File: config.mk
export PLATFORM = sky130hd
export DESIGN_NAME = vga_timing_gen_flat
export DESIGN_NICKNAME = d
export VERILOG_FILES = /design/src/rtl/vga_timing_gen_if.sv /design/src/rtl/vga_timing_gen.sv /design/src/flat_wrapper.sv
export SDC_FILE = /design/constraint.sdc
export NUM_CORES = 1
export LEC_CHECK = 0
export CORE_MARGIN = 1.5
export CORE_UTILIZATION = 30
export DETAILED_ROUTE_END_ITERATION = 12
export GPL_TIMING_DRIVEN = 0
export SKIP_LAST_GASP = 1
export SLEW_MARGIN = 20
export SYNTH_ARGS = -nofsm -noshare
export SYNTH_HDL_FRONTEND = slang
export SYNTH_SLANG_ARGS = --single-unit
File: constraint.sdc
create_clock -name clk -period 1.89 [get_ports clk]
set_input_delay 0.378 -clock clk [delete_from_list [all_inputs] [get_ports clk]]
set_output_delay 0.378 -clock clk [all_outputs]
set_load 0.005 [all_outputs]
File: src/rtl/vga_timing_gen_if.sv
// Pixel-side bundle of the VGA timing generator: counters out to the
// colour/address stage, colour back in, registered pixel/sync to the pins.
// Optional macro: VGA_TEST_PATTERN_EN adds the test_en select.
interface vga_timing_gen_if;
  logic [9:0]  sx;
  logic [9:0]  sy;
  logic [14:0] color_in;
  logic [4:0]  vga_r;
  logic [4:0]  vga_g;
  logic [4:0]  vga_b;
  logic        hsync;
  logic        vsync;
  logic        de;
  logic        frame_start;
  logic        vblank;
`ifdef VGA_TEST_PATTERN_EN
  logic        test_en;

  modport master (
    output sx, sy, vga_r, vga_g, vga_b, hsync, vsync, de, frame_start, vblank,
    input  color_in, test_en
  );

  modport slave (
    input  sx, sy, vga_r, vga_g, vga_b, hsync, vsync, de, frame_start, vblank,
    output color_in, test_en
  );
`else
  modport master (
    output sx, sy, vga_r, vga_g, vga_b, hsync, vsync, de, frame_start, vblank,
    input  color_in
  );

  modport slave (
    input  sx, sy, vga_r, vga_g, vga_b, hsync, vsync, de, frame_start, vblank,
    output color_in
  );
`endif
endinterface

File: src/rtl/vga_timing_gen.sv
// VGA timing generator: free-running sx/sy counters, sync/enable decode,
// a RAM_LATENCY-deep delay line matching the colour lookup, and a final
// output register so RGB, sync and de leave together.
// Optional macro: VGA_TEST_PATTERN_EN adds an eight-bar colour test pattern.
module vga_timing_gen #(
  parameter int H_ACTIVE    = 800,
  parameter int H_FP        = 40,
  parameter int H_SYNC      = 48,
  parameter int H_BP        = 88,
  parameter int V_ACTIVE    = 480,
  parameter int V_FP        = 13,
  parameter int V_SYNC      = 3,
  parameter int V_BP        = 32,
  parameter bit H_POL       = 1'b0,
  parameter bit V_POL       = 1'b0,
  parameter int RAM_LATENCY = 1
) (
  input logic             clk,
  input logic             rst_n,
  vga_timing_gen_if.master bus
);

  localparam int H_TOTAL  = H_ACTIVE + H_FP + H_SYNC + H_BP;
  localparam int V_TOTAL  = V_ACTIVE + V_FP + V_SYNC + V_BP;
  localparam int HS_FIRST = H_ACTIVE + H_FP;
  localparam int HS_LAST  = H_ACTIVE + H_FP + H_SYNC - 1;
  localparam int VS_FIRST = V_ACTIVE + V_FP;
  localparam int VS_LAST  = V_ACTIVE + V_FP + V_SYNC - 1;

  logic [9:0]  sx_q, sx_d;
  logic [9:0]  sy_q, sy_d;
  logic        de0, hs0, vs0;
  logic [2:0]  ctlDly_q [RAM_LATENCY];
  logic [2:0]  ctlLast;
  logic        de_q, hs_q, vs_q;
  logic [14:0] rgb_q;
  logic [14:0] pixSrc;

  // Next counter values: sx wraps every line, sy steps only on that wrap
  always_comb begin
    sx_d = sx_q + 10'd1;
    sy_d = sy_q;
    if (sx_q == 10'(H_TOTAL - 1)) begin
      sx_d = 10'd0;
      sy_d = (sy_q == 10'(V_TOTAL - 1)) ? 10'd0 : sy_q + 10'd1;
    end
  end

  // Counter registers; reset parks both at the frame origin
  always_ff @(posedge clk or negedge rst_n) begin
    if (!rst_n) begin
      sx_q <= 10'd0;
      sy_q <= 10'd0;
    end else begin
      sx_q <= sx_d;
      sy_q <= sy_d;
    end
  end

  // Stage-0 decode of enable and sync windows straight from the counters
  always_comb begin
    de0 = (sx_q < 10'(H_ACTIVE)) && (sy_q < 10'(V_ACTIVE));
    hs0 = ((sx_q >= 10'(HS_FIRST)) && (sx_q <= 10'(HS_LAST))) ? H_POL : ~H_POL;
    vs0 = ((sy_q >= 10'(VS_FIRST)) && (sy_q <= 10'(VS_LAST))) ? V_POL : ~V_POL;
  end

  // Delay line holding {de, hsync, vsync} while the colour stage looks up the pixel
  always_ff @(posedge clk or negedge rst_n) begin
    if (!rst_n) begin
      for (int i = 0; i < RAM_LATENCY; i++) ctlDly_q[i] <= {1'b0, ~H_POL, ~V_POL};
    end else begin
      ctlDly_q[0] <= {de0, hs0, vs0};
      for (int i = 1; i < RAM_LATENCY; i++) ctlDly_q[i] <= ctlDly_q[i-1];
    end
  end

  assign ctlLast = ctlDly_q[RAM_LATENCY-1];

`ifdef VGA_TEST_PATTERN_EN
  logic [9:0]  sxDly_q [RAM_LATENCY];
  logic [9:0]  barX;
  logic [14:0] barColor;

  // sx delayed alongside the control bits so the bars line up like color_in
  always_ff @(posedge clk or negedge rst_n) begin
    if (!rst_n) begin
      for (int i = 0; i < RAM_LATENCY; i++) sxDly_q[i] <= 10'd0;
    end else begin
      sxDly_q[0] <= sx_q;
      for (int i = 1; i < RAM_LATENCY; i++) sxDly_q[i] <= sxDly_q[i-1];
    end
  end

  assign barX = sxDly_q[RAM_LATENCY-1];

  // Eight 100-pixel bars: white, yellow, cyan, green, magenta, red, blue, black
  always_comb begin
    barColor = 15'h0000;
    if      (barX < 10'd100) barColor = 15'h7FFF;
    else if (barX < 10'd200) barColor = 15'h7FE0;
    else if (barX < 10'd300) barColor = 15'h03FF;
    else if (barX < 10'd400) barColor = 15'h03E0;
    else if (barX < 10'd500) barColor = 15'h7C1F;
    else if (barX < 10'd600) barColor = 15'h7C00;
    else if (barX < 10'd700) barColor = 15'h001F;
    else                     barColor = 15'h0000;
  end

  assign pixSrc = bus.test_en ? barColor : bus.color_in;
`else
  assign pixSrc = bus.color_in;
`endif

  // Output register: pixel shown only while the delayed enable is set
  always_ff @(posedge clk or negedge rst_n) begin
    if (!rst_n) begin
      de_q  <= 1'b0;
      hs_q  <= ~H_POL;
      vs_q  <= ~V_POL;
      rgb_q <= 15'h0000;
    end else begin
      de_q  <= ctlLast[2];
      hs_q  <= ctlLast[1];
      vs_q  <= ctlLast[0];
      rgb_q <= ctlLast[2] ? pixSrc : 15'h0000;
    end
  end

  assign bus.sx          = sx_q;
  assign bus.sy          = sy_q;
  assign bus.vga_r       = rgb_q[14:10];
  assign bus.vga_g       = rgb_q[9:5];
  assign bus.vga_b       = rgb_q[4:0];
  assign bus.hsync       = hs_q;
  assign bus.vsync       = vs_q;
  assign bus.de          = de_q;
  assign bus.frame_start = rst_n && (sx_q == 10'd0) && (sy_q == 10'd0);
  assign bus.vblank      = (sy_q >= 10'(V_ACTIVE));

endmodule

File: src/flat_wrapper.sv
// flat-port wrapper written by rule: the top's interface ports become plain ports
module vga_timing_gen_flat 
#(
  parameter int H_ACTIVE    = 800,
  parameter int H_FP        = 40,
  parameter int H_SYNC      = 48,
  parameter int H_BP        = 88,
  parameter int V_ACTIVE    = 480,
  parameter int V_FP        = 13,
  parameter int V_SYNC      = 3,
  parameter int V_BP        = 32,
  parameter bit H_POL       = 1'b0,
  parameter bit V_POL       = 1'b0,
  parameter int RAM_LATENCY = 1
)
  (clk, rst_n, bus_sx, bus_sy, bus_vga_r, bus_vga_g, bus_vga_b, bus_hsync, bus_vsync, bus_de, bus_frame_start, bus_vblank, bus_color_in);
  vga_timing_gen_if bus_i ();
  input logic clk;
  input logic rst_n;
  output wire logic [$bits(bus_i.sx)-1:0] bus_sx;
  output wire logic [$bits(bus_i.sy)-1:0] bus_sy;
  output wire logic [$bits(bus_i.vga_r)-1:0] bus_vga_r;
  output wire logic [$bits(bus_i.vga_g)-1:0] bus_vga_g;
  output wire logic [$bits(bus_i.vga_b)-1:0] bus_vga_b;
  output wire logic [$bits(bus_i.hsync)-1:0] bus_hsync;
  output wire logic [$bits(bus_i.vsync)-1:0] bus_vsync;
  output wire logic [$bits(bus_i.de)-1:0] bus_de;
  output wire logic [$bits(bus_i.frame_start)-1:0] bus_frame_start;
  output wire logic [$bits(bus_i.vblank)-1:0] bus_vblank;
  input wire logic [$bits(bus_i.color_in)-1:0] bus_color_in;
  assign bus_sx = bus_i.sx;
  assign bus_sy = bus_i.sy;
  assign bus_vga_r = bus_i.vga_r;
  assign bus_vga_g = bus_i.vga_g;
  assign bus_vga_b = bus_i.vga_b;
  assign bus_hsync = bus_i.hsync;
  assign bus_vsync = bus_i.vsync;
  assign bus_de = bus_i.de;
  assign bus_frame_start = bus_i.frame_start;
  assign bus_vblank = bus_i.vblank;
  assign bus_i.color_in = bus_color_in;
  vga_timing_gen #(.H_ACTIVE(H_ACTIVE), .H_FP(H_FP), .H_SYNC(H_SYNC), .H_BP(H_BP), .V_ACTIVE(V_ACTIVE), .V_FP(V_FP), .V_SYNC(V_SYNC), .V_BP(V_BP), .H_POL(H_POL), .V_POL(V_POL), .RAM_LATENCY(RAM_LATENCY)) u_core (.clk(clk), .rst_n(rst_n), .bus(bus_i));
endmodule
# After elaboration in Yosys (flattened, before gate mapping)
# Index checks and enable logic that the tools add are counted.
# Widths: inputs -> output; s select.
# word_totals
ff_bits,41
latch_bits,0
mem_bits_rw,0
rom_bits,0
in_bits,17
out_inout_bits,40
memories,0
# op_classes
n_addsub,2
mul,0
n_div,0
magnitude_cmp,7
eq_ne,2
n_shift,0
muxes,5
n_bitwise,0
n_reduce_logical,7
# op_table
cell,n
$add 10x1->10 const B,2
$eq 10x10->1 const B,2
$ge 10x9->1 const B,2
$logic_not 10->1,2
$mux 10,2
$mux 15,1
$ge 10x10->1 const B,1
$le 10x10->1 const B,1
$le 10x9->1 const B,1
$lt 10x10->1 const B,1
$lt 10x9->1 const B,1
$logic_and 1x1->1,5
$mux 1,2

# Longest topological paths before layout
# Gate-level depths: netlist of the first run.
# depth
depth_word,3
ltp_mapped,6

# Least setup slack after synthesis of the first run
# Ideal clock, no wire load.
# synth_path
path_type,register to register
from,"reg u_core.sx_q[0], in the netlist u_core.bus.sx[0]"
to,"reg u_core.sy_q[8], in the netlist u_core.bus.sy[8]"
setup_time_ns,0.127
t_arrival_ns,1.696
required_ns,1.763
slack_ns,0.066
stages_incl_launch_ff,6
path_buffers,0
synth_period_minus_slack_ns,1.824
cell_sequence,dfrtp_1 -> ha_1 -> nand3_2 -> or4b_4 -> nor2_2 -> mux2_1
# synth_between
elab_chain_len,1
# synth_rtl
item,line_no,source
start: declaration,vga_timing_gen.sv:30,"logic [9:0] sx_q, sx_d;"
start signal: assignment,vga_timing_gen.sv:52,sx_q <= 10'd0;
start signal: assignment,vga_timing_gen.sv:55,sx_q <= sx_d;
$eq 10x10->1,vga_timing_gen.sv:43,if (sx_q == 10'(H_TOTAL - 1)) begin
end signal: assignment,vga_timing_gen.sv:56,sy_q <= sy_d;
end: declaration,vga_timing_gen.sv:31,"logic [9:0] sy_q, sy_d;"
# Every way passes these cells.
# A chain may end at the register's enable or synchronous reset.

# Worst setup path after layout of the first run
# layout_path
from,"reg u_core.sx_q[5], in the netlist u_core.bus.sx[5]"
to,out bus_frame_start
# layout_between
elab_chain_len,3
# layout_rtl
item,line_no,source
$logic_not 10->1,vga_timing_gen.sv:137,assign bus.frame_start = rst_n && (sx_q == 10'd0) && (sy_q == 10'd0);
$logic_and 1x1->1 (2 in a row),vga_timing_gen.sv:137,
end: declaration,flat_wrapper.sv:28,output wire logic [$bits(bus_i.frame_start)-1:0] bus_frame_start;
# Every way passes these cells.

==> out/qor.csv, run 1 <==
metric,value,unit
Max-cap violations,0,
Tot Pwr,1.82,mW
Mapped Nets,183,
PortBufs,56,
relative slew slack,64.0,%
GP Congestion,0.744,
Worst Skew,2.67,ps
number of diodes,0,
Worst Slack Setup Final,-322,ps
kind of critical path,reg -> out,
"commonest non-fill, non-tap cell in the layout",clkdlybuf4s50_1,
clock latency on the worst-skew pair,290,ps
final net count,263,
clk sink count,41,
Initial Utilization,31.0,%
die span in x,80.9,um
initial antenna violation count,0,
part of the power in registers,49.3,%
post-synth top area cell,dfrtp_1,
Unique masters post-synth,42,
synth top area cells,"dfrtp_1 (51%), and2_1 (5.8%), dfstp_2 (5.8%), ha_1 (4.1%), nor2_1 (2.7%)",
CTS tree,done,
Synth Cell Area,1820,um2
LEAKAGE,1.24,nW
CTS buffer count,5,
Gate power share,5.5,%
Async SR Flop Fraction,100,%
failing checks,negative setup slack,
VDD IR-drop max,0.390,mV
CTS Buffer Depth,2,
register area share after synthesis,56.6,%
CTS root buf,clkbuf_8,
Worst Setup End Kind,output pin,
Startpoint Class,flip-flop,
Post-Route WL,4.09,mm
routed vias,1438,
Synth top area share,50.8,%
final hold slack,66.0,ps
WL/cell,13.0,um
DP HPWL,2.79,mm
remaining antenna violation count,0,
setup violators final,5,
Slew Limit Fails,0,
Core Area,5890,um2
most used flip-flop cell after synthesis,dfrtp_1,
PwrDens,651,nW/um2
Critical Path AT,1830,ps
CP max FO,2,
drt pass-1 iters,4,
pre-CTS WS,-482,ps
Syn Area/Cell,11.4,um2
Ys Warns,0,
placed cell area,2500,um2
post-layout min period,2210,ps
# IOs,57,
Slew @ Worst Pin,540,ps
vias in the first global route,1359,
Die Y,80.9,um
largest net degree at the start of global routing,23,
Sw Share,18.3,%
post-route cell area,2790,um2
fmax,0.452,GHz
DR iter-0 viols,47,
first-pass GRT wire length,6.47,mm
"Hold Violations, Final",0,
"commonest cells after routing, fill and taps aside","clkdlybuf4s50_1 (53), dfrtp_1 (34), and2_1 (17)",
Post-synth EDFFs,0,
Clk network pwr share,45.2,%
Yosys reg bits,41,
Final period util,117,%
total track usage,13.1,%
Hold/Removal Path Class,in -> async,
"Clk pin slew, worst setup/hold paths",80,ps
internal power of the cells,1.49,mW
status,"finished, violations left",
RSZ-0062 raised after global routing,true,
sw power,332,uW
H-tree levels,2,
Area growth syn-to-layout,53.2,%
die area,6550,um2
CP required,1510,ps
DRC viols,0,
ratio of cells with drive above 1 in the final layout,21.2,%
grt total ovfl,0,
# rows,28,
Avg Vias per Cell,4.55,
post-synthesis cell count,160,
sequential cells by signal, indices dropped and copies added (netlist names):
name	cells
u_core.rgb_q	15
u_core.bus.sx	10
u_core.bus.sy	10
u_core.bus.vsync	1
u_core.ctlDly_q	3
u_core.bus.hsync	1
u_core.bus.de	1
synthesized netlist by cell type, drive strengths merged (2+ instances only):
master	n
xor2	5
or3	2
a21oi	3
mux2	2
ha	6
nand4	3
xnor2	4
dfstp	4
clkbuf	2
nand3	10
nor2b	2
a31oi	2
nand2b	2
dfrtp	37
inv	5
and3	7
nor3	6
nand2	8
nor2	14
buf	2
o21ai	2
nand4b	2
and2	17
repair_timing:
action                     in CTS  in global routing
hold buffers                    0                  0
setup endpoints to repair       3                  2
pin swaps                       0                  3
resized for setup              11                  6
setup buffers                   9                  7
layout make-up:
cell class / count / area [um2]
plain buffers: 4 / 25.0
clock buffers: 5 / 68.8
clock inverters: 3 / 65.1
fillers: 568 / 3090
inverters: 5 / 18.8
multi-input cells: 110 / 785
flip-flops and latches: 41 / 1030
well taps: 75 / 93.8
repair buffers: 73 / 701
per-stage QoR:
| step | setup TNS (ps) | instances | utilization, % |
|---|---|---|---|
| 2_1_floorplan | 0 | 160 | - |
| 6_report | -590 | 316 | 47.4 |
| 4_1_cts | -317 | 309 | 46.0 |
| 3_3_place_gp | -25870 | 291 | 42.1 |
| 3_5_place_dp | -523 | 292 | 42.5 |
| 5_1_grt | -894 | 316 | 47.4 |
critical path: stages, from the launching register on:
cell	delay [ps]
dfrtp_2	430
or3_4	390
or4_4	420
nor3_2	170
buf_2	140
kinds of logic (layout without fill, tap and decap cells):
group / after synthesis / after routing / synth area share, %
AO/OA/AOI/OAI: 13 / 13 / 4.60
XOR/XNOR: 9 / 9 / 4.33
adder cells (fa/ha/maj): 6 / 6 / 4.12
buffers and inverters: 9 / 90 / 2.40
flip-flops: 41 / 41 / 56.6
multiplexers: 2 / 2 / 1.24
AND/OR/NAND/NOR: 80 / 80 / 26.7
power by group through the flow:
stage                     Sequential (mW)  Combinational (mW)  Clock, mW
after floorplan                     0.917              0.0108          0
after global placement              0.914              0.0958          0
after detailed placement            0.914               0.103          0
after CTS                           0.897               0.103      0.854
after global routing                0.898               0.111      0.900
final                               0.896               0.100      0.821
layer usage:
layer / vias to the layer above / wire [um] / global-route usage (%)
met2: 55 / 1930 / 22.3
li1: 713 / - / -
met4: 0 / 63 / 4.66
met5: - / 0 / 0
met1: 663 / 1840 / 15.5
met3: 7 / 266 / 4.27
path summary, 6_finish.rpt:
check | from | to | slack, ps | cells after the start
max | u_core.bus.sx[5] | bus_frame_start | -320 | 4
min | rst_n | u_core.rgb_q[12] | 70 | 1
max reg2reg | u_core.bus.sx[5] | u_core.bus.sy[8] | -150 | 6
min reg2reg | u_core.ctlDly_q[0] | u_core.bus.vsync | 360 | 0
max in group asynchronous | rst_n | u_core.ctlDly_q[0] | 1260 | 2
min in group clk | u_core.ctlDly_q[0] | u_core.bus.vsync | 360 | 0
No activity file was read; power rests on OpenSTA's default activity.
==> run 2, diff against run 1 <==
--- a/config.mk
+++ b/config.mk
@@ -5,6 +5,8 @@
 export SDC_FILE = /design/constraint.sdc
 export NUM_CORES = 1
 export LEC_CHECK = 0
+export ABC_AREA = 1
+export CAP_MARGIN = 25
 export CORE_MARGIN = 1.5
 export CORE_UTILIZATION = 30
 export DETAILED_ROUTE_END_ITERATION = 12
==> run 2 against run 1 <==
Net effect:
- the flow now finishes without violations
- clock-buffer cell count increased by 1
- global-route usage increased by 0.11 points
- critical path depth rose by 2
- core utilization is 1.5 points lower
- largest cell class unchanged
- largest power group unchanged
==> out/qor.csv, run 2 <==
metric,value,unit
relative slew slack,43.1,%
Synth Cell Area,1870,um2
Hold/Removal Path Class,in -> async,
Largest Register,u_core.rgb_q,
"commonest cells after routing, fill and taps aside","clkdlybuf4s50_1 (53), nand2_1 (45), inv_1 (34)",
Async SR Flop Fraction,100,%
CP max FO,3,
Synth top area share,49.6,%
LEAKAGE,1.30,nW
Initial Utilization,31.4,%
H-tree levels,2,
Yosys reg bits,41,
ratio of cells with drive above 1 in the final layout,13.6,%
Slew Limit Fails,0,
initial antenna violation count,0,
CTS tree,done,
CTS Buffer Depth,2,
# rows,28,
RSZ-0062 raised after global routing,false,
Area growth syn-to-layout,46.5,%
Max-cap violations,0,
remaining antenna violation count,0,
"top cells by count, synth","nand2_1 (45), dfrtp_1 (37), inv_1 (36)",
drt pass-1 iters,4,
"Clk pin slew, worst setup/hold paths",80,ps
Post-Route WL,4.18,mm
die span in x,81.9,um
number of diodes,0,
CP required,1510,ps
DRC viols,0,
Tot Pwr,1.69,mW
Post-synth EDFFs,0,
Final period util,93.6,%
Unique masters post-synth,25,
most used flip-flop cell after synthesis,dfrtp_1,
die area,6710,um2
vias in the first global route,1475,
PwrDens,618,nW/um2
register area share after synthesis,55.2,%
Worst Setup End Kind,output pin,
post-synth top area cell,dfrtp_1,
Worst Skew,6.25,ps
routed vias,1592,
setup violators final,0,
clk sink count,41,
fin cells,355,
clock latency on the worst-skew pair,280,ps
final net count,302,
CTS buffer count,5,
Die Y,81.9,um
DR iter-0 viols,63,
most instantiated library cell after synthesis,nand2_1,
grt total ovfl,0,
GP Congestion,0.805,
Ys Warns,0,
"commonest non-fill, non-tap cell in the layout",clkdlybuf4s50_1,
Placed Instances,340,
Avg Vias per Cell,4.48,
Final Core Density,45.9,%
Syn Area/Cell,8.98,um2
sum of negative setup slack,0,ps
final hold slack,12.2,ps
DP HPWL,3.08,mm
kind of critical path,reg -> out,
CTS root buf,clkbuf_8,
"Hold Violations, Final",0,
PortBufs,56,
post-synthesis cell count,208,
Startpoint Class,flip-flop,
Slew @ Worst Pin,851,ps
fmax,0.565,GHz
status,completed,
post-layout min period,1770,ps
Critical Path AT,1390,ps
# IOs,57,
Mapped Nets,231,
synth top area cells,"dfrtp_1 (50%), nand2_1 (9.0%), inv_1 (7.2%), dfstp_2 (5.6%), nor2_1 (4.8%)",
total track usage,13.2,%
max reg flops,15,
WL/cell,11.8,um
largest net degree at the start of global routing,22,
VDD IR-drop max,0.400,mV
Core Area,5960,um2
first-pass GRT wire length,6.78,mm
[run 2: worst max-delay path: stages, from the launching register on]
cell	delay, ps
dfrtp_2	410
inv_2	90
nand2_1	80
nor3b_2	160
nand4_1	110
nor2_2	140
clkbuf_2	120
[run 2: worst paths after layout]
path                                    start          endpoint  slack [ps]  cells after the start
min in group clk           u_core.ctlDly_q[1]  u_core.bus.hsync         350                      0
max reg2reg                  u_core.bus.sx[0]  u_core.bus.sy[7]         390                      7
max                          u_core.bus.sx[3]   bus_frame_start         120                      6
min                                     rst_n  u_core.bus.sx[6]          10                      2
max in group asynchronous               rst_n  u_core.bus.sy[5]         540                      2
min reg2reg                u_core.ctlDly_q[1]  u_core.bus.hsync         350                      0
[run 2: report_power, final]
group | internal, mW | switching (mW) | total [mW] | leakage (nW)
sequential | 0.893 | 0.00402 | 0.897 | 0.493
combinational | 0.0697 | 0.0389 | 0.109 | 0.748
clock | 0.392 | 0.294 | 0.686 | 0.0552
[run 2: timing repair]
item | in CTS | in global routing
hold endpoints to repair | 19 | 0
pin swaps | 1 | 2
resized for setup | 13 | 5
setup buffers | 6 | 0
setup endpoints to repair | 2 | 1
hold buffers | 1 | 0
[run 2: per-stage QoR]
step | worst slack, ps | area [um2]
2_1_floorplan | 521 | 1870
3_3_place_gp | -1780 | 2520
3_5_place_dp | -525 | 2540
4_1_cts | -69.4 | 2730
5_1_grt | 5.55 | 2740
6_report | 121 | 2740
[run 2: logic make-up (layout without fill, tap and decap cells)]
group | count (synthesis) | after routing | synth area share [%]
buffers and inverters | 39 | 111 | 8.24
AND/OR/NAND/NOR | 97 | 97 | 23.7
flip-flops | 41 | 41 | 55.2
AO/OA/AOI/OAI | 16 | 16 | 4.62
XOR/XNOR | 9 | 9 | 4.22
adder cells (fa/ha/maj) | 6 | 6 | 4.02
[run 2: per-layer routing]
metal	GRT usage (%)	wire length (um)
met1	17.1	1970
met2	21.6	1910
met3	3.44	256
met4	4.07	36
met5	0	0
[run 2: final cells by class]
cell class,count,area [um2]
repair buffers,64,638
plain buffers,2,15.0
clock buffers,6,72.6
flip-flops and latches,41,1040
fillers,594,3220
clock inverters,2,35.0
well taps,75,93.8
multi-input cells,128,707
inverters,37,139
==> run 3, diff against run 2 <==
--- a/config.mk
+++ b/config.mk
@@ -5,7 +5,6 @@
 export SDC_FILE = /design/constraint.sdc
 export NUM_CORES = 1
 export LEC_CHECK = 0
-export ABC_AREA = 1
 export CAP_MARGIN = 25
 export CORE_MARGIN = 1.5
 export CORE_UTILIZATION = 30
==> results of run 3 <==
Final layout, timing and power as in run 1 (identical DEF).
==> variant 1, RTL diff (flow settings as in run 1) <==
`RAM_LATENCY` is set to 1 in 2 places; all go to 2.
--- a/src/rtl/vga_timing_gen.sv
+++ b/src/rtl/vga_timing_gen.sv
@@ -13,7 +13,7 @@
   parameter int V_BP        = 32,
   parameter bit H_POL       = 1'b0,
   parameter bit V_POL       = 1'b0,
-  parameter int RAM_LATENCY = 1
+  parameter int RAM_LATENCY = 2
 ) (
   input logic             clk,
   input logic             rst_n,
--- a/src/flat_wrapper.sv
+++ b/src/flat_wrapper.sv
@@ -11,7 +11,7 @@
   parameter int V_BP        = 32,
   parameter bit H_POL       = 1'b0,
   parameter bit V_POL       = 1'b0,
-  parameter int RAM_LATENCY = 1
+  parameter int RAM_LATENCY = 2
 )
   (clk, rst_n, bus_sx, bus_sy, bus_vga_r, bus_vga_g, bus_vga_b, bus_hsync, bus_vsync, bus_de, bus_frame_start, bus_vblank, bus_color_in);
   vga_timing_gen_if bus_i ();
Function: changed (a bounded check fails within 4 cycles, from zero or initial values and one cycle with rst_n low).
==> variant 1 against run 1 <==
  * The flow still finishes with violations (setup timing)
  * Count of clock-buffer cells in the layout rose by 1
  * Sequential share of layout area is 2.8 points higher
  * Clock power shrank 27%
  * Sequential power increased by 7.3%
  * Non-clock buffer count fell by 3
  * Maximum frequency up 8.6%
  * Worst setup slack improved by 0.18 ns
  * Total power decreased by 8.3%
  * Sequential cell count up 3
  * Final area is 0.54% higher
  * Largest cell class unchanged
  * Critical path depth did not move
  * Register-to-register slack better by 0.39 ns
  * Wire length up 0.83%
  * Area after synthesis grew 3.6%
==> variant 1: results (changes against run 1) <==
stage;metric;value;unit;change
pwr;leakagePower;1.27;nW;+2.5%
worst_setup_path;cp_max_fo;4;;+2
sta;setup_tns;-0.146;ns;+0.444 ns
pwr;max-vdd-ir-drop;0.000274;V;-30%
global_route;grt_pass1_vias;1419;;+4.4%
final_layout;fin_util;0.468;;-0.00581
worst_setup_path;rr_startpoint;u_core.bus.sy[0];;
global_route;grt_max_degree;25;;+8.7%
synth;syn-num-nets;187;;+2.2%
synth;yosys-top-cells-area;dfrtp_1, dfstp_2, and2_1;;
worst_setup_path;rrSetupSlack;0.24;ns;+0.39 ns
global_route;grt_first_pass_wirelength;6980;um;+7.9%
place;place.gp.congestion;0.712;;-4.3%
detailed_routing;wl_per_cell;13.1;um;+0.83%
synth;synth_commonest_cells;dfrtp_1, and2_1, nor2_1;;
synth;synth_cell_types;40;;-4.8%
run_status;outcome;complete, but fails checks;;
worst_setup_path;reg2reg_to;u_core.bus.sy[9];;
sta;setup_violations;1;;-4
detailed_routing;drt_iter0_markers;51;;+8.5%
sta;maxSlewHeadroom;0.427;;-0.213
run_status;violations;setup timing;;
worst_setup_path;crit_start;u_core.bus.sy[5];;
final_layout;largest_register_ffs;15;;unchanged
synth;ys_seq_area_frac;0.587;;+0.0212
place;hpwl;2900;um;+3.7%
final_layout;drive_above_1_share;0.207;;-0.00415
place;dpl-instance-area;2560;sq um;+2.4%
worst_setup_path;critical_path_arrival;1.66;ns;-0.17 ns
global_route;track_usage;0.137;;+0.00610
detailed_routing;vias_per_cell;4.64;;+1.9%
sta;setup_slack;-0.146;ns;+0.175 ns
pwr;internal_power;1.32;mW;-11%
==> variant 1: changes by cell type after synthesis, sizes merged, moves of 3 or more <==
cell,delta
nor3,-4
nand3,-3
o21ai,+4
nor2,-4
nand4,+3
==> variant 1: worst register-to-register path: stages (launching register included) <==
cell     delay (ns)
dfrtp_1        0.38
buf_4          0.15
ha_1           0.20
and3_1         0.22
nand3_1        0.22
a21bo_2        0.25
a31oi_1        0.15
==> variant 1: what timing repair did <==
action	CTS	global route
hold endpoints to repair	20	0
resized for setup	23	5
gates cloned	0	0
pin swaps	4	4
endpoints found under the setup margin	2	2
buffers inserted	10	3
hold buffers	1	0
==> variant 1: layout make-up <==
| type | count | share of cell area |
|---|---|---|
| Buffer | 4 | 0.0111 |
| Clock buffer | 6 | 0.0294 |
| Clock inverter | 2 | 0.00357 |
| Inverter | 7 | 0.00936 |
| Multi-Input combinational cell | 108 | 0.270 |
| Sequential cell | 44 | 0.399 |
| Tap cell | 75 | 0.0334 |
| Timing Repair Buffer | 70 | 0.244 |
==> variant 1: worst max path at each step <==
stage | end | cells past startpoint
floorplan | bus_frame_start | 4
global placement | bus_frame_start | 4
detailed placement | bus_frame_start | 5
CTS | bus_frame_start | 4
global route | bus_frame_start | 4
finish | bus_frame_start | 4
==> variant 1: routing by layer <==
layer | share of wire | track usage | vias to the layer above
li1 | - | - | 711
met3 | 0.081 | 0.0418 | 5
met1 | 0.44 | 0.179 | 701
met2 | 0.47 | 0.224 | 49
met5 | 0 | 0 | -
met4 | 0.0078 | 0.0305 | 0
==> variant 1: per-stage QoR <==
stage	hold slack (ns)	worst slack, ns	cells	power [mW]
floorplan	0.0824	0.253	164	0.994
detailed placement	0.336	-0.691	296	1.08
global route	0.0229	-0.257	316	1.76
global placement	0.332	-2.02	295	1.08
CTS	0.0293	-0.149	314	1.70
finish	0.0268	-0.146	316	1.67
==> variant 1: logic make-up after synthesis <==
family	Yosys count	share of synthesized area
xor gates and xnor gates	8	0.0371
adders and majority gates	6	0.0398
AOI/OAI and AO/OA	20	0.0649
buffers and inverters	12	0.0325
and+or+nand+nor	73	0.233
DFF	44	0.587
muxes	1	0.00530
==> variant 1: power groups by stage <==
stage               clock network [mW]  logic (mW)  registers, mW
floorplan                            0      0.0118          0.982
global placement                     0      0.0977          0.979
detailed placement                   0       0.103          0.980
CTS                              0.631       0.107          0.961
global route                     0.678       0.116          0.963
finish                           0.602       0.104          0.961
==> variant 2, RTL diff (flow settings as in run 1) <==
Without the edit above. `rgb_q` no longer has a reset.
--- a/src/rtl/vga_timing_gen.sv
+++ b/src/rtl/vga_timing_gen.sv
@@ -117,13 +117,15 @@
       de_q  <= 1'b0;
       hs_q  <= ~H_POL;
       vs_q  <= ~V_POL;
-      rgb_q <= 15'h0000;
     end else begin
       de_q  <= ctlLast[2];
       hs_q  <= ctlLast[1];
       vs_q  <= ctlLast[0];
-      rgb_q <= ctlLast[2] ? pixSrc : 15'h0000;
     end
+  end
+
+  always_ff @(posedge clk) begin
+    rgb_q <= ctlLast[2] ? pixSrc : 15'h0000;
   end
 
   assign bus.sx          = sx_q;
Function: differs if rst_n is asserted again (counterexample within 4 cycles, from zero or initial values and one cycle with rst_n low); with rst_n held inactive, the same outputs for 10 cycles.
==> variant 2 against run 1 <==
  * The run still ends with setup timing left
  * Non-clock buffer count fell by 6
  * Sequential cell count did not move
  * Maximum frequency rose by 0.20%
  * Largest cell class unchanged
  * Wire length fell by 3.2%
  * Clock power rose by 0.6%
  * Final area fell by 4.7%
  * Sequential power fell by 0.4%
  * Die area fell by 5.7%
  * Worst setup slack improved by 0.0043 ns
  * Global-route usage rose by 0.090 points
  * Total power fell by 0.71%
  * Count of clock-buffer cells in the layout did not move
  * Area after synthesis fell by 5.9%
  * Register-to-register slack got worse by 0.07 ns
==> variant 2: results (changes against run 1) <==
stage;metric;value;unit;change
clocking;cts_buffers;5;;unchanged
detailed_routing;wl_per_cell;12.9;um;-0.41%
run_status;outcome;complete, but fails checks;;
place;place.gp.congestion;0.771;;+3.6%
final_layout;largest_register_ffs;15;;unchanged
sta;maxSlewHeadroom;0.598;;-0.0425
pwr;leakagePower;1.12;nW;-9.3%
synth;yosys-top-cells-area;dfrtp_1, dfxtp_1, dfstp_2;;
synth;synthMuxAreaShare;0;;-0.0124
synth;syn-num-nets;184;;+0.55%
synth;synth_cell_types;38;;-9.5%
detailed_routing;vias_per_cell;4.63;;+1.8%
place;hpwl;2630;um;-5.8%
clocking;cts_buffer_depth;2;;unchanged
min_path;min_path_type;primary input to asynchronous set/reset pin;;
final_layout;drive_above_1_share;0.209;;-0.00311
worst_setup_path;critical_path_arrival;1.83;ns;about the same
run_status;violations;setup timing;;
pwr;max-vdd-ir-drop;0.000418;V;+7.1%
pwr;netSwitchingFraction;0.182;;-0.000466
sta;setup_slack;-0.317;ns;+0.00432 ns
clocking;htree_levels;2;;unchanged
synth;synth_commonest_cells;dfrtp_1, and2_1, dfxtp_1, nand3_1, nor2_1;;
clocking;cts.clk_slew.worst_paths;0.08;ns;about the same
global_route;grt_first_pass_wirelength;6370;um;-1.6%
sta;setup_violations;3;;-2
clocking;clkLatencyLatePin;0.29;ns;about the same
detailed_routing;dr.pass1.iters;4;;unchanged
synth;synth_adder_area_share;0.0438;;+0.00259
global_route;grt_max_degree;28;;+22%
worst_setup_path;slowest_stage;dfrtp_2;;
sta;setup_tns;-0.584;ns;+0.00535 ns
global_route;antenna_found_initial;0;;unchanged
synth;ys_seq_area_frac;0.558;;-0.00827
final_layout;fin_nets;257;;-2.3%
sta;skew;0.00219;ns;-0.000475 ns
synth;synthArstFlopShare;0.634;;-0.366
synth;yosys_warnings;0;;unchanged
worst_setup_path;critPathTopFamily;simple AND/OR/NAND/NOR gates;;
global_route;grt_pass1_vias;1291;;-5.0%
detailed_routing;drt_iter0_markers;49;;+4.3%
final_layout;diodes;0;;unchanged
synth;synth_xor_area_frac;0.0511;;+0.00783
clocking;cts_root_buffer;clkbuf_8;;
place;numPortBuffers;56;;unchanged
global_route;track_usage;0.132;;+0.000897
place;dpl-instance-area;2380;sq um;-4.8%
worst_setup_path;crit_path_max_incr_delay;0.42;ns;
synth;synth_compound_area_frac;0.0504;;+0.00435
==> variant 2: routing by layer <==
metal | vias up | track usage | routed length [um]
met2 | 53 | 0.200 | 1700
met4 | 0 | 0.0375 | 42
met1 | 661 | 0.176 | 1900
met3 | 5 | 0.0488 | 321
li1 | 703 | - | -
met5 | - | 0 | 0
==> variant 2: area by class of cell <==
type | count | area [sq um]
Fill cell | 505 | 2850
Sequential cell | 41 | 967
Multi-Input combinational cell | 109 | 788
Timing Repair Buffer | 68 | 647
Tap cell | 72 | 90.1
Clock buffer | 5 | 68.8
Clock inverter | 3 | 65.1
Inverter | 6 | 22.5
Buffer | 3 | 12.5
==> variant 2: worst reg2reg max path, delay by kind of cell, from the launching register on <==
| kind | cells | cell delay (ns) |
|---|---|---|
| buf+inv | 2 | 0.27 |
| simple gates | 4 | 1.37 |
| flops | 1 | 0.42 |
==> variant 2: what timing repair did <==
action                     4_1_cts  5_1_grt
buffers inserted                 7        5
pin swaps                        1        3
resized for setup               14        9
setup endpoints to repair        4        5
==> variant 2: cell families after synthesis <==
family | after synthesis
buffers and inverters | 11
adders and majority gates | 6
AOI/OAI and AO/OA | 15
DFF | 41
and+or+nand+nor | 78
xor gates and xnor gates | 10
==> variant 2: worst paths after layout <==
path                                          from               end  slack [ns]  cells past startpoint
worst min-delay path                         rst_n  u_core.bus.sy[6]        0.09                      1
worst max-delay path              u_core.bus.sx[5]   bus_frame_start       -0.32                      4
min in group clk                u_core.ctlDly_q[0]  u_core.bus.vsync        0.36                      0
max in group asynchronous                    rst_n  u_core.bus.sx[3]        1.37                      1
worst max register to register    u_core.bus.sx[5]  u_core.bus.sy[6]       -0.22                      6
worst min register to register  u_core.ctlDly_q[0]  u_core.bus.vsync        0.36                      0
==> variant 2: per-stage QoR <==
step                cells  worst slack (ns)
floorplan             161            0.0119
global placement      289             -1.18
detailed placement    289            -0.553
CTS                   302            -0.367
global route          307            -0.401
finish                307            -0.317
==> variant 2: power groups by stage <==
stage | registers (mW) | logic, mW | clock network (mW)
6_report | 0.892 | 0.0866 | 0.826
4_1_cts | 0.892 | 0.0889 | 0.848
2_1_floorplan | 0.914 | 0.0103 | 0
3_5_place_dp | 0.911 | 0.0882 | 0
5_1_grt | 0.894 | 0.0952 | 0.892
3_3_place_gp | 0.911 | 0.0887 | 0
